===== src/rtl/relu_max_pool_pkg.sv =====
// Shared types and helpers for the ReLU + 2x2 max-pool stage.
package relu_max_pool_pkg;

    typedef enum logic [1:0] {
        IDLE = 2'd0,
        RUN  = 2'd1,
        DONE = 2'd2
    } poolState_t;

    // Pooled map dimension: the odd trailing row/column of the conv map is dropped.
    function automatic int poolSize(input int convSize);
        return convSize / 2;
    endfunction

    function automatic logic signed [31:0] signedMax(input logic signed [31:0] a,
                                                     input logic signed [31:0] b);
        logic signed [31:0] m;
        if (a > b) begin
            m = a;
        end else begin
            m = b;
        end
        return m;
    endfunction

endpackage


===== src/rtl/relu_max_pool_line_buffer.sv =====
// One line of partial 2x2 maxima: synchronous write, combinational read.
module pool_line_buffer
    import relu_max_pool_pkg::*;
#(
    parameter int dataWidth = 9,
    parameter int depth     = 6,
    parameter int addrWidth = 3
) (
    input  logic                        clk,
    input  logic                        writeEnable,
    input  logic [addrWidth-1:0]        address,
    input  logic signed [dataWidth-1:0] writeData,
    output logic signed [dataWidth-1:0] readData
);

    logic signed [dataWidth-1:0] lineBuf_r [depth];

    // Store the top-row pair maximum for the column pair at address.
    always_ff @(posedge clk) begin
        if (writeEnable && (int'(address) < depth)) begin
            lineBuf_r[address] <= writeData;
        end
    end

    // Addresses past the last pair only occur on dropped columns; return zero there.
    always_comb begin
        readData = {dataWidth{1'b0}};
        if (int'(address) < depth) begin
            readData = lineBuf_r[address];
        end else begin
            readData = {dataWidth{1'b0}};
        end
    end

endmodule


===== src/rtl/relu_max_pool.sv =====
// Streaming ReLU followed by 2x2 stride-2 max pooling on a raster-order conv stream.
module relu_max_pool
    import relu_max_pool_pkg::*;
#(
    parameter int convRow      = 13,
    parameter int convColumn   = 12,
    parameter int dataWidth    = 9,
    parameter int addressWidth = 16,
    parameter bit reluEnable   = 1'b1
) (
    input  logic                        clk,
    input  logic                        reset,
    input  logic                        startPool,
    input  logic                        in_valid,
    input  logic signed [dataWidth-1:0] in_data,
    output logic                        out_valid,
    output logic signed [dataWidth-1:0] out_data,
    output logic [addressWidth-1:0]     out_address,
    output logic                        frameDone,
    output logic                        busy
);

    localparam int poolRow    = poolSize(convRow);
    localparam int poolColumn = poolSize(convColumn);
    localparam int colWidth   = $clog2(convColumn);
    localparam int rowWidth   = $clog2(convRow);

    poolState_t                  state_r, stateNext_s;
    logic [colWidth-1:0]         col_r;
    logic [rowWidth-1:0]         row_r;
    logic signed [dataWidth-1:0] pairMax_r, outData_r;
    logic [addressWidth-1:0]     outAddress_r;
    logic                        outValid_r, frameDone_r, busy_r;

    logic                        restart_s, accept_s, lastCol_s, lastRow_s, lastSample_s;
    logic                        colInPool_s, rowInPool_s, lineWrite_s;
    logic                        doneNext_s, busyNext_s;
    logic signed [dataWidth-1:0] reluData_s, pairNew_s, windowMax_s, lineRead_s;

    assign restart_s    = startPool && ((state_r == IDLE) || (state_r == RUN));
    assign accept_s     = (state_r == RUN) && in_valid && !startPool;
    assign lastCol_s    = (col_r == colWidth'(convColumn - 1));
    assign lastRow_s    = (row_r == rowWidth'(convRow - 1));
    assign lastSample_s = accept_s && lastCol_s && lastRow_s;
    assign colInPool_s  = (int'(col_r) < 2 * poolColumn);
    assign rowInPool_s  = (int'(row_r) < 2 * poolRow);
    assign lineWrite_s  = accept_s && colInPool_s && col_r[0] && !row_r[0];

    // ReLU and the running pair/window maxima.
    always_comb begin
        if (reluEnable && in_data[dataWidth-1]) begin
            reluData_s = {dataWidth{1'b0}};
        end else begin
            reluData_s = in_data;
        end
        pairNew_s   = dataWidth'(signedMax(32'(pairMax_r), 32'(reluData_s)));
        windowMax_s = dataWidth'(signedMax(32'(pairNew_s), 32'(lineRead_s)));
    end

    pool_line_buffer #(
        .dataWidth(dataWidth),
        .depth    (poolColumn),
        .addrWidth(colWidth - 1)
    ) lineBuffer (
        .clk        (clk),
        .writeEnable(lineWrite_s),
        .address    (col_r[colWidth-1:1]),
        .writeData  (pairNew_s),
        .readData   (lineRead_s)
    );

    // State register.
    always_ff @(posedge clk) begin
        if (reset) begin
            state_r <= IDLE;
        end else begin
            state_r <= stateNext_s;
        end
    end

    // Next-state logic; startPool in RUN restarts rather than finishing.
    always_comb begin
        stateNext_s = state_r;
        case (state_r)
            IDLE:    if (startPool) stateNext_s = RUN; else stateNext_s = IDLE;
            RUN:     if (startPool) stateNext_s = RUN;
                     else if (lastSample_s) stateNext_s = DONE;
                     else stateNext_s = RUN;
            DONE:    stateNext_s = IDLE;
            default: stateNext_s = IDLE;
        endcase
    end

    // Next values of the registered status outputs.
    always_comb begin
        doneNext_s = 1'b0;
        busyNext_s = 1'b0;
        case (stateNext_s)
            RUN:     busyNext_s = 1'b1;
            DONE:    doneNext_s = (state_r == RUN);
            default: busyNext_s = 1'b0;
        endcase
    end

    // Raster position counters.
    always_ff @(posedge clk) begin
        if (reset || restart_s) begin
            col_r <= {colWidth{1'b0}};
            row_r <= {rowWidth{1'b0}};
        end else if (accept_s) begin
            if (lastCol_s) begin
                col_r <= {colWidth{1'b0}};
                row_r <= lastRow_s ? {rowWidth{1'b0}} : row_r + rowWidth'(1'b1);
            end else begin
                col_r <= col_r + colWidth'(1'b1);
            end
        end
    end

    // Pooling datapath and output registers.
    always_ff @(posedge clk) begin
        if (reset) begin
            pairMax_r    <= {dataWidth{1'b0}};
            outData_r    <= {dataWidth{1'b0}};
            outValid_r   <= 1'b0;
            outAddress_r <= {addressWidth{1'b0}};
            frameDone_r  <= 1'b0;
            busy_r       <= 1'b0;
        end else begin
            outValid_r  <= 1'b0;
            frameDone_r <= doneNext_s;
            busy_r      <= busyNext_s;
            if (restart_s) begin
                outAddress_r <= {addressWidth{1'b0}};
            end else if (outValid_r) begin
                outAddress_r <= outAddress_r + addressWidth'(1'b1);
            end
            if (accept_s && colInPool_s) begin
                if (!col_r[0]) begin
                    pairMax_r <= reluData_s;
                end else if (row_r[0] && rowInPool_s) begin
                    outData_r  <= windowMax_s;
                    outValid_r <= 1'b1;
                end
            end
        end
    end

    assign out_valid   = outValid_r;
    assign out_data    = outData_r;
    assign out_address = outAddress_r;
    assign frameDone   = frameDone_r;
    assign busy        = busy_r;

endmodule


===== config.mk =====
export PLATFORM = sky130hd
export DESIGN_NAME = relu_max_pool
export DESIGN_NICKNAME = d
export VERILOG_FILES = /design/src/rtl/relu_max_pool_pkg.sv /design/src/rtl/relu_max_pool_line_buffer.sv /design/src/rtl/relu_max_pool.sv
export SDC_FILE = /design/constraint.sdc
export NUM_CORES = 1
export LEC_CHECK = 0
export ABC_AREA = 1
export CAP_MARGIN = 20
export CORE_ASPECT_RATIO = 0.75
export CORE_MARGIN = 2
export CORE_UTILIZATION = 55
export DETAILED_ROUTE_END_ITERATION = 8
export MAX_ROUTING_LAYER = met4
export PLACE_DENSITY_LB_ADDON = 0.25
export SETUP_SLACK_MARGIN = 0.4
export SYNTH_ARGS = -nofsm -noshare
export SYNTH_HDL_FRONTEND = slang
export SYNTH_HIERARCHICAL = 1
export SYNTH_SLANG_ARGS = --single-unit

===== constraint.sdc =====
create_clock -name clk -period 4.9 [get_ports clk]
set_clock_uncertainty 0.15 [all_clocks]
set_input_delay 0.49 -clock clk [delete_from_list [all_inputs] [get_ports clk]]
set_output_delay 0.49 -clock clk [all_outputs]
set_load 0.005 [all_outputs]

==> flow_summary.ini <==
[outcome]
outcome = finished, final reports clean

[clock_network]
ctsResizeCount = 0
cts_htree_levels = 3
cts_hold_buf = 0
cts_made_buffers = 9
clk_latency_ns = 0.34
cts_root_buf = clkbuf_16
postCtsSetupRepairBufs = 0
clk_pin_slew_ns = 0.06
cts_tree = yes
clock_sinks = 100
clockBufferDepth = 2

[sta]
rsz0062_at_grt = no
fin_crit_sh_pct = 84.8
slew_headroom_pct = 28.6
finalSetupViolations = 0
max_freq_ghz = 0.241
drv_slew = 0
fin_crit_ns = 4.16
tns_ns = 0
worst_pin_slew_ns = 1.07
hold_violations = 0

[global_routing]
grtUsageTotal_pct = 24.0
grt_pass1_vias = 3737
antenna_found_initial = 0
grt_pass1_wl_um = 17500
grt-ovfl-total = 0
grt_max_degree = 22

[synth]
yosys.area_share.simple_pct = 26.1
yosysSeqAreaShare_pct = 51.7
synth_mux_area_share_pct = 0
synth_top_family_by_area = simple AND/OR/NAND/NOR gates
synthAdderAreaFrac_pct = 5.34
synthXorXnorAreaFrac_pct = 1.07
synth_top_cell_area_share_pct = 33.0
syn_inst = 583
yosysUniqueCellTypes = 36
ys_seq_elements = 100
synth_area_leader_cell = edfxtp_1
yosysWarnings = 6
yosys-top-cells-area = edfxtp_1, dfxtp_1, nand2_1
synth_area_per_cell_um2 = 8.43
netlist_area_um2 = 4920
synth_compound_area_share_pct = 7.23

[cells_and_area]
syn_to_final_growth_pct = 17.0
final_util_pct = 67.2
drive_gt1_share_pct = 5.51
fin_nets = 664
diodes = 0
nFillCells = 683
final_cell_mix = nand2_1, inv_1, nor2_1
stdcell_count = 743
layout_commonest_cell = nand2_1

[die]
core_region_area_um2 = 8560
pin_count = 41
die_y_um = 85.9
die-area_um2 = 9720
rows = 29
start_util_pct = 57.4
die_x_um = 113

[power]
leakagePower_nw = 2.41
irDropWorstVdd_uv = 196
power_density_nw_per_um2 = 309

[route]
drt-initial-drc-count = 280
drt_wl_total_um = 10600
via_per_inst = 5.34
ant_nets = 0
dr.pass1.iters = 5
num_vias = 3964
wire_per_inst_um = 14.3
drcViolationCount = 0

[setup_path]
crit_required_ns = 4.97
reg2reg_from = col_r[2]$_SDFFE_PP0P_
r2r_end = out_data[3]$_SDFFE_PP0P_
cp.arrival_ns = 4.23
rrSetupSlack_ns = 1.21
end_kind = flip-flop
r2r_cells = 17
cp-startpoint = in_data[8]
cp_max_fo = 9
worstSetupPathType = in2reg
crit_end = out_data[3]$_SDFFE_PP0P_
crit_path_start_kind = primary input

[worst_hold_path]
hold_class = reg2reg

[placed_design]
portBuffers = 40
post-dp-hpwl_um = 7610
gp_congestion = 0.909
placedCellCount = 727

[run]
drv_cap = 0
## cells by family after synthesis
logic type,Yosys count
and+or+nand+nor,282
buffers and inverters,104
DFF,100
AOI/OAI and AO/OA,69
adders and majority gates,21
xor gates and xnor gates,6
other,1
## synth_stat cells
master / n
nor2_4: 2
a22oi_1: 1
nand2_2: 1
edfxtp_1: 54
clkbuf_1: 2
xor2_1: 5
nor2_2: 1
nor3_4: 1
nor2_1: 58
clkinv_1: 1
or2_0: 2
o211ai_1: 1
o21ai_0: 23
inv_1: 87
nand3_1: 50
conb_1: 1
nor3b_4: 1
a21o_1: 1
nand2_1: 130
buf_2: 9
nor3_1: 7
nand4_2: 1
nand3b_4: 1
ha_1: 21
a211oi_1: 1
dfxtp_1: 46
nand4_1: 16
nor3_2: 1
and2_1: 7
buf_4: 4
nor4_1: 1
a21oi_1: 42
inv_2: 1
nand3_2: 1
xnor2_1: 1
nand3b_1: 1
## how the worst min path moves through the flow
stage / start / end / slack, ns / cells after the start
finish: out_data[8]$_SDFFE_PP0P_ / out_data[8]$_SDFFE_PP0P_ / 0.33 / 2
global route: out_data[8]$_SDFFE_PP0P_ / out_data[8]$_SDFFE_PP0P_ / 0.36 / 2
CTS: out_data[8]$_SDFFE_PP0P_ / out_data[8]$_SDFFE_PP0P_ / 0.33 / 2
detailed placement: out_data[8]$_SDFFE_PP0P_ / out_data[8]$_SDFFE_PP0P_ / 0.32 / 2
global placement: out_address[15]$_SDFFE_PP0P_ / out_address[15]$_SDFFE_PP0P_ / 0.31 / 2
floorplan: pairMax_r[0]$_SDFFE_PP0P_ / pairMax_r[0]$_SDFFE_PP0P_ / 0.31 / 2
## where the power goes
part           switching (mW)  internal [mW]
clock network           0.292          0.418
logic                   0.108         0.0513
registers             0.00316          0.906
total                   0.403           1.38
## stage by stage
step	area [um2]	hold slack (ns)	worst slack [ns]	power [mW]
finish	5760	0.327	0.743	1.78
floorplan	4940	0.305	1.33	1.03
detailed placement	5440	0.317	0.338	1.08
global route	5760	0.356	0.425	1.84
global placement	5440	0.308	0.535	1.08
CTS	5750	0.327	0.694	1.79
## state kept, by name, indices dropped and copies added (netlist names)
signal / count
lineBuffer/lineBuf_r: 54
out_address: 16
out_data: 9
pairMax_r: 8
col_r: 4
row_r: 4
state_r: 2
busy: 1
frameDone: 1
out_valid: 1
## metal layers
layer  share of wire (%)  track usage (%)
met1                  47             32.4
met4                 1.1             8.43
met5                   0                -
met2                  45             35.8
met3                 7.7             5.58
## worst max-delay path, stage by stage
cell and delay, ns:
clkdlybuf4s50_1 0.41, inv_1 0.20, nand2_1 0.15, ha_1 0.32, nand2_1 0.07, nor2_1 0.16
nand4_2 0.23, nand2_2 0.22, nand2_1 0.08, and2_1 0.23, ha_1 0.35, nand2_1 0.08
nor2_1 0.15, nand2_1 0.08, o211ai_1 0.18, ha_1 0.26, nand2_1 0.25, inv_2 0.14
nand3_1 0.11, a21oi_1 0.07
## layout make-up
type / count / area (um2) / area share (%)
clock buffers: 13 / 293 / 5.09
well taps: 108 / 135 / 2.35
clock inverters: 3 / 16.3 / 0.283
inverters: 89 / 334 / 5.80
repair buffers: 46 / 445 / 7.74
flip-flops and latches: 100 / 2540 / 44.2
multi-input cells: 384 / 1990 / 34.6
(Power assumes the default switching activity.)
